**src/rtl/operand_fetch.sv**
```systemverilog
// Operand fetch: drives register-file read addresses and resolves both operands with writeback bypass.
// Latency: 2 edges from accept to out_valid; sustains 1 request/cycle while out_ready stays high.
// Backpressure: a stalled O holds and tracks writebacks, A re-reads its registers; in_ready drops only when both are full.
module operand_fetch #(
    parameter int DATA_W = 32,
    parameter int ADDR_W = 5
) (
    input  logic              clk,
    input  logic              rst,
    input  logic              in_valid,
    output logic              in_ready,
    input  logic [ADDR_W-1:0] in_rs1,
    input  logic [ADDR_W-1:0] in_rs2,
    input  logic [DATA_W-1:0] in_tag,
    output logic [ADDR_W-1:0] rf_read_addr1,
    output logic [ADDR_W-1:0] rf_read_addr2,
    input  logic [DATA_W-1:0] rf_read_data1,
    input  logic [DATA_W-1:0] rf_read_data2,
    input  logic              wb_we,
    input  logic [ADDR_W-1:0] wb_addr,
    input  logic [DATA_W-1:0] wb_data,
    input  logic              flush,
    output logic              out_valid,
    input  logic              out_ready,
    output logic [DATA_W-1:0] out_rs1_val,
    output logic [DATA_W-1:0] out_rs2_val,
    output logic [DATA_W-1:0] out_tag
);

    typedef struct packed {
        logic [ADDR_W-1:0] rs1;
        logic [ADDR_W-1:0] rs2;
        logic [DATA_W-1:0] tag;
    } req_t;

    logic              a_v;
    req_t              a_q;
    logic [ADDR_W-1:0] o_rs1;
    logic [ADDR_W-1:0] o_rs2;

    logic              adv_o;
    logic              adv_a;
    logic              accept;
    logic [DATA_W-1:0] rs1_res;
    logic [DATA_W-1:0] rs2_res;
    logic              upd1;
    logic              upd2;

    assign adv_o    = !out_valid || out_ready;
    assign adv_a    = !a_v || adv_o;
    assign in_ready = !rst && !flush && adv_a;
    assign accept   = in_valid && in_ready;

    // A stalled stage A keeps presenting its own indices so its read data stays current.
    assign rf_read_addr1 = accept ? in_rs1 : a_q.rs1;
    assign rf_read_addr2 = accept ? in_rs2 : a_q.rs2;

    always_comb begin
        rs1_res = rf_read_data1;
        rs2_res = rf_read_data2;
        if (a_q.rs1 == '0) begin
            rs1_res = '0;
        end else if (wb_we && wb_addr == a_q.rs1) begin
            rs1_res = wb_data;
        end
        if (a_q.rs2 == '0) begin
            rs2_res = '0;
        end else if (wb_we && wb_addr == a_q.rs2) begin
            rs2_res = wb_data;
        end
    end

    assign upd1 = wb_we && (wb_addr != '0) && (wb_addr == o_rs1);
    assign upd2 = wb_we && (wb_addr != '0) && (wb_addr == o_rs2);

    always_ff @(posedge clk) begin
        if (rst) begin
            a_v         <= 1'b0;
            a_q         <= '0;
            out_valid   <= 1'b0;
            out_rs1_val <= '0;
            out_rs2_val <= '0;
            out_tag     <= '0;
            o_rs1       <= '0;
            o_rs2       <= '0;
        end else if (flush) begin
            a_v       <= 1'b0;
            out_valid <= 1'b0;
        end else begin
            if (accept) begin
                a_v     <= 1'b1;
                a_q.rs1 <= in_rs1;
                a_q.rs2 <= in_rs2;
                a_q.tag <= in_tag;
            end else if (adv_a) begin
                a_v <= 1'b0;
            end

            if (a_v && adv_o) begin
                out_valid   <= 1'b1;
                out_rs1_val <= rs1_res;
                out_rs2_val <= rs2_res;
                out_tag     <= a_q.tag;
                o_rs1       <= a_q.rs1;
                o_rs2       <= a_q.rs2;
            end else if (adv_o) begin
                out_valid <= 1'b0;
            end else begin
                // Held operands follow later writes so they match the file when finally consumed.
                if (upd1) begin
                    out_rs1_val <= wb_data;
                end
                if (upd2) begin
                    out_rs2_val <= wb_data;
                end
            end
        end
    end

endmodule

```
**config.mk**
```make
export PLATFORM = sky130hd
export DESIGN_NAME = operand_fetch
export DESIGN_NICKNAME = d
export VERILOG_FILES = /design/src/rtl/operand_fetch.sv
export SDC_FILE = /design/constraint.sdc
export NUM_CORES = 1
export LEC_CHECK = 0
export BUFFER_PORTS_ARGS = -buffer_cell sky130_fd_sc_hd__buf_2
export CORE_ASPECT_RATIO = 1.75
export CORE_MARGIN = 8
export CORE_UTILIZATION = 35
export DETAILED_ROUTE_END_ITERATION = 16
export GPL_ROUTABILITY_DRIVEN = 0
export PLACE_DENSITY_LB_ADDON = 0.3
export SETUP_SLACK_MARGIN = 0.3
export SKIP_CTS_REPAIR_TIMING = 1
export SYNTH_ARGS = -nofsm -noshare
export SYNTH_HDL_FRONTEND = slang
export SYNTH_SLANG_ARGS = --single-unit
```
**constraint.sdc**
```tcl
create_clock -name clk -period 5.1 [get_ports clk]
set_input_delay 0.255 -clock clk [delete_from_list [all_inputs] [get_ports clk]]
set_output_delay 0.255 -clock clk [all_outputs]
set_load 0.05 [all_outputs]
```
* Yosys cells after proc, flatten, opt, wreduce, memory -nomap -nowiden
Index checks and enable logic that the tools add are counted. Widths: inputs -> output; s select.
Word-level totals: register bits after elaboration 150, input port bits 149, output and inout bits 108, word-level logic and storage cells 59
Operators by class: equality and inequality tests 5, muxes and demuxes 16, bitwise logic cells 1, reduce and logical (&&, ||, !) cells 27
Operators by type and width (number):
- $mux 32 | 10
- $eq 5x5->1 | 4
- $logic_not 5->1 | 2
- $mux 5 | 2
- $logic_and 1x1->1 | 9
- $reduce_bool 2->1 | 4
- $reduce_and 3->1 | 2
- $reduce_bool 5->1 | 1
- $logic_not 1->1 | 4
- $mux 1 | 4
- $reduce_and 2->1 | 2
- $logic_or 1x1->1 | 2
- $ne 2x1->1 const B | 1
- $reduce_or 2->1 | 1
- $not 1->1 | 1

* Logic depth before layout (Yosys ltp)
word-level depth 6, depth in mapped cells 9, depth with buffers taken out 5

* Worst setup path before layout
OpenSTA, ideal clock, no wires.
path kind register to register, start register out_valid, end register a_q[32] (netlist name), setup time 0.128 ns, data arrival time 2.776 ns, data required time 4.972 ns, setup slack 2.196 ns, stages on the path, launching flop included 9, path buffers 3, period minus slack after synthesis 2.904 ns, cell sequence dfxtp_1 > nor2b_1 > buf_2 > a211oi_2 > and2_1 > buf_2 > buf_4 > mux2_2 > nor2b_1
On the way: longest elaborated chain between the ends 6
RTL lines:
- from (decl) | line 23 | output logic out_valid,
- from (signal assigned) | line 80 | out_valid <= 1'b0;
- from (signal assigned) | line 88 | out_valid <= 1'b0;
- from (signal assigned) | line 100 | out_valid <= 1'b1;
- $logic_not 1->1 | line 49 | assign adv_o = !out_valid || out_ready;
- $logic_or 1x1->1 | line 49
- $logic_or 1x1->1 | line 50 | assign adv_a = !a_v || adv_o;
- $logic_and 1x1->1 | line 51 | assign in_ready = !rst && !flush && adv_a;
- named net in_ready | line 11 | output logic in_ready,
- $logic_and 1x1->1 | line 52 | assign accept = in_valid && in_ready;
- $reduce_and 2->1 (no line)
- to (decl) | line 37 | req_t a_q;
The timed path passes the listed nets, and every way through them passes these cells. A chain may end at the register's enable or synchronous reset.

* Worst setup path in the final report
start register out_valid, end output port rf_read_addr1[0]
On the way: longest elaborated chain between the ends 6
RTL lines:
- $logic_not 1->1 | line 49
- $logic_or 1x1->1 | line 49
- $logic_or 1x1->1 | line 50
- $logic_and 1x1->1 | line 51
- $logic_and 1x1->1 | line 52
- $mux 5 | line 55 | assign rf_read_addr1 = accept ? in_rs1 : a_q.rs1;
- to (decl) | line 15 | output logic [ADDR_W-1:0] rf_read_addr1,
Every way passes these cells.

==> summary.md <==
| Metric | Value |
|---|---|
| Sequential fraction of the synthesis area | 38.5% |
| Die area | 27,500 µm² |
| Largest net degree at the start of global routing | 86 |
| Worst-path fanout max | 42 |
| Syn nets | 1,088 |
| Post-synthesis register bit count | 150 |
| Synth Flop Type | dfxtp_1 |
| Cell family with most CP delay | simple AND/OR/NAND/NOR gates |
| EDFF count, synth | 0 |
| Endpoints failing hold | 0 |
| Fmax | 354 MHz |
| WL final | 28.5 mm |
| Layout cell share with drive strength beyond 1 | 31.7% |
| Clock buffer depth | 2 |
| Clk_skew | 0.00512 ns |
| Initial antenna violation count | 4 |
| Synth cell types | 35 |
| Core Util, Final | 44.5% |
| Top cells by area, synth | dfxtp_1 39%, a21oi_1 9.0%, nand2_1 7.4%, and4_1 7.2%, a221oi_2 5.8% |
| Core region area | 22,000 µm² |
| Status | finished, final reports clean |
| 1st-iter DRT viols | 763 |
| Commonest cells post-synth | 153 x nand2_1, 150 x dfxtp_1, 140 x a21oi_1 |
| TritonCTS buffer count | 17 |
| Min cycle time layout | 2.83 ns |
| Top-area cell type share of the netlist area | 38.5% |
| Wirelength per Cell | 19.9 µm |
| Average size of a mapped cell | 8.30 µm² |
| Row count | 72 |
| Setup TNS | 0 ns |
| Worst-Skew Late Latency | 0.43 ns |
| Max Slew Vio Count | 0 |
| # DRC | 0 |
| Synth area leader | dfxtp_1 |
| Synthesized netlist cell count | 939 |
| Root Driver | clkbuf_16 |
| Die H | 213 µm |
| Crit Path Category | reg -> out |
| Slowest stage delay, CP | 0.77 ns |
| Cell with the most instances after synthesis | nand2_1 |
| Arr. time, crit path | 2.57 ns |
| Starting Density | 35.4% |
| Slowest CP cell | and2_2 |
| Worst Hold Class | in -> reg |
| RSZ-0062 raised after global routing | false |
| DR pass1 iterations | 5 |
| Die W | 129 µm |
| Sink Count | 150 |
| Actual slew at the worst max-slew pin | 1.24 ns |
| # H-tree levels | 4 |
| First-pass GRT wire length | 43.5 mm |
| WP data required | 4.85 ns |
| CP Launch Type | flop |
| Leak Pwr | 3.71 nW |
| WP buf/inv | 1 |
| Area growth, synth to finish | 25.5% |
| Pwr per Cell Area | 311 nW/µm² |
| Number of I/O port buffers | 256 |
| Vias | 7,847 |
| Slew headroom | 17.3% |
| Maximum vdd drop | 0.000258 V |
| Clock slew at reported path FFs | 0.06 ns |
| Total of max-cap violations | 0 |
| Number of global-route vias before repair | 7,740 |
| DP HPWL | 19.5 mm |
| Total GRT Usage | 20.3% |
| Final setup violation count | 0 |
| ANT nets after route | 0 |
| CTS tree | built |
| Synth Cell Area | 7790 µm² |
| Period utilization | 55.4% |
| Critical path cell sequence | nor2b_4, a211oi_2, and2_2, mux2_2, buf_2 |
| DR vias/cell | 5.48 |
| Crit. End Element | primary output |
| Num ports | 257 |
| Gr ovfl total | 0 |
| Async SR Flop Fraction | 0% |
| Nets@finish | 1,269 |
| Synth warn | 0 |
[layout make-up]
type,instances,area (µm²)
Multi-Input combinational cell,648,4230
Sequential cell,150,3000
Antenna cell,4,10.0
Inverter,33,124
Timing Repair Buffer,270,1390
Clock buffer,18,439
Tap cell,296,370
Fill cell,2319,12200
Clock inverter,12,201
[path summary, 6_finish.rpt]
check,depth (start not counted),from,endpoint,slack [ns]
worst max-delay path,5,out_valid,rf_read_addr1[0],2.27
worst max register to register,6,a_q[37],out_rs1_val[17],2.36
worst min-delay path,3,in_tag[4],a_q[4],0.06
worst min register to register,2,a_q[19],out_tag[19],0.45
[logic make-up (layout without fill, tap and decap cells)]
logic type	after synthesis	after routing	share of synthesized area, %
flip-flops	150	150	38.5
other	0	4	0
XOR/XNOR	20	20	2.35
multiplexers	10	10	1.45
buffers and inverters	141	333	8.01
AND/OR/NAND/NOR	310	310	22.5
AO/OA/AOI/OAI	308	308	27.2
[report_power, final]
part | switching (mW) | total (mW) | internal, mW | leakage [nW]
clock | 0.521 | 1.40 | 0.877 | 0.309
sequential | 0.0204 | 1.23 | 1.21 | 1.22
combinational | 0.291 | 0.415 | 0.124 | 2.19
[registers in the layout (all words and copies together), names as in the netlist]
signal	flops
o_rs1	5
out_rs1_val	32
a_q	42
out_rs2_val	32
a_v	1
out_valid	1
out_tag	32
o_rs2	5
[worst reg2reg max path: cells and delay by family (launching register included)]
kind | cells | cell delay, ns
xor+xnor | 1 | 0.20
buf+inv | 1 | 0.34
compound gates | 2 | 0.61
flops | 1 | 0.34
simple gates | 2 | 1.08
[placed cells by master, fill, tap and decap left out, drive strengths merged, types with 2 or more instances in the layout]
master	instances
dfxtp	150
nand2	153
and4	64
nor3	3
clkbuf	18
clkinv	3
a21oi	140
nor2	5
inv	35
buf	270
o21ai	34
bufinv	5
a221oi	32
diode	4
xnor2	9
nor2b	43
a311oi	32
mux2	10
a31oi	64
and2	3
a211oi	3
clkinvlp	2
nor4	2
nand4	33
xor2	11
[metal layers]
| layer | global-route usage, % | vias to the layer above | part of all wire [%] |
|---|---|---|---|
| met3 | 5.95 | 64 | 7.1 |
| met4 | 11.4 | 0 | 4.4 |
| met5 | 0 | - | 0 |
| li1 | - | 3808 | - |
| met1 | 21.8 | 3669 | 38 |
| met2 | 34.9 | 306 | 51 |
[per-stage QoR]
| step | instance area, µm² | setup WS [ns] | power, mW | hold WS, ns | std cells |
|---|---|---|---|---|---|
| CTS | 9760 | 2.21 | 3.07 | 0.0294 | 1427 |
| floorplan | 7790 | 2.20 | 1.51 | 0.334 | 939 |
| detailed placement | 9120 | 2.33 | 1.67 | 0.442 | 1397 |
| finish | 9770 | 2.27 | 3.04 | 0.0554 | 1431 |
| global route | 9770 | 2.09 | 3.14 | 0.0380 | 1431 |
| global placement | 9120 | 2.40 | 1.66 | 0.437 | 1397 |
(Power assumes the default switching activity.)
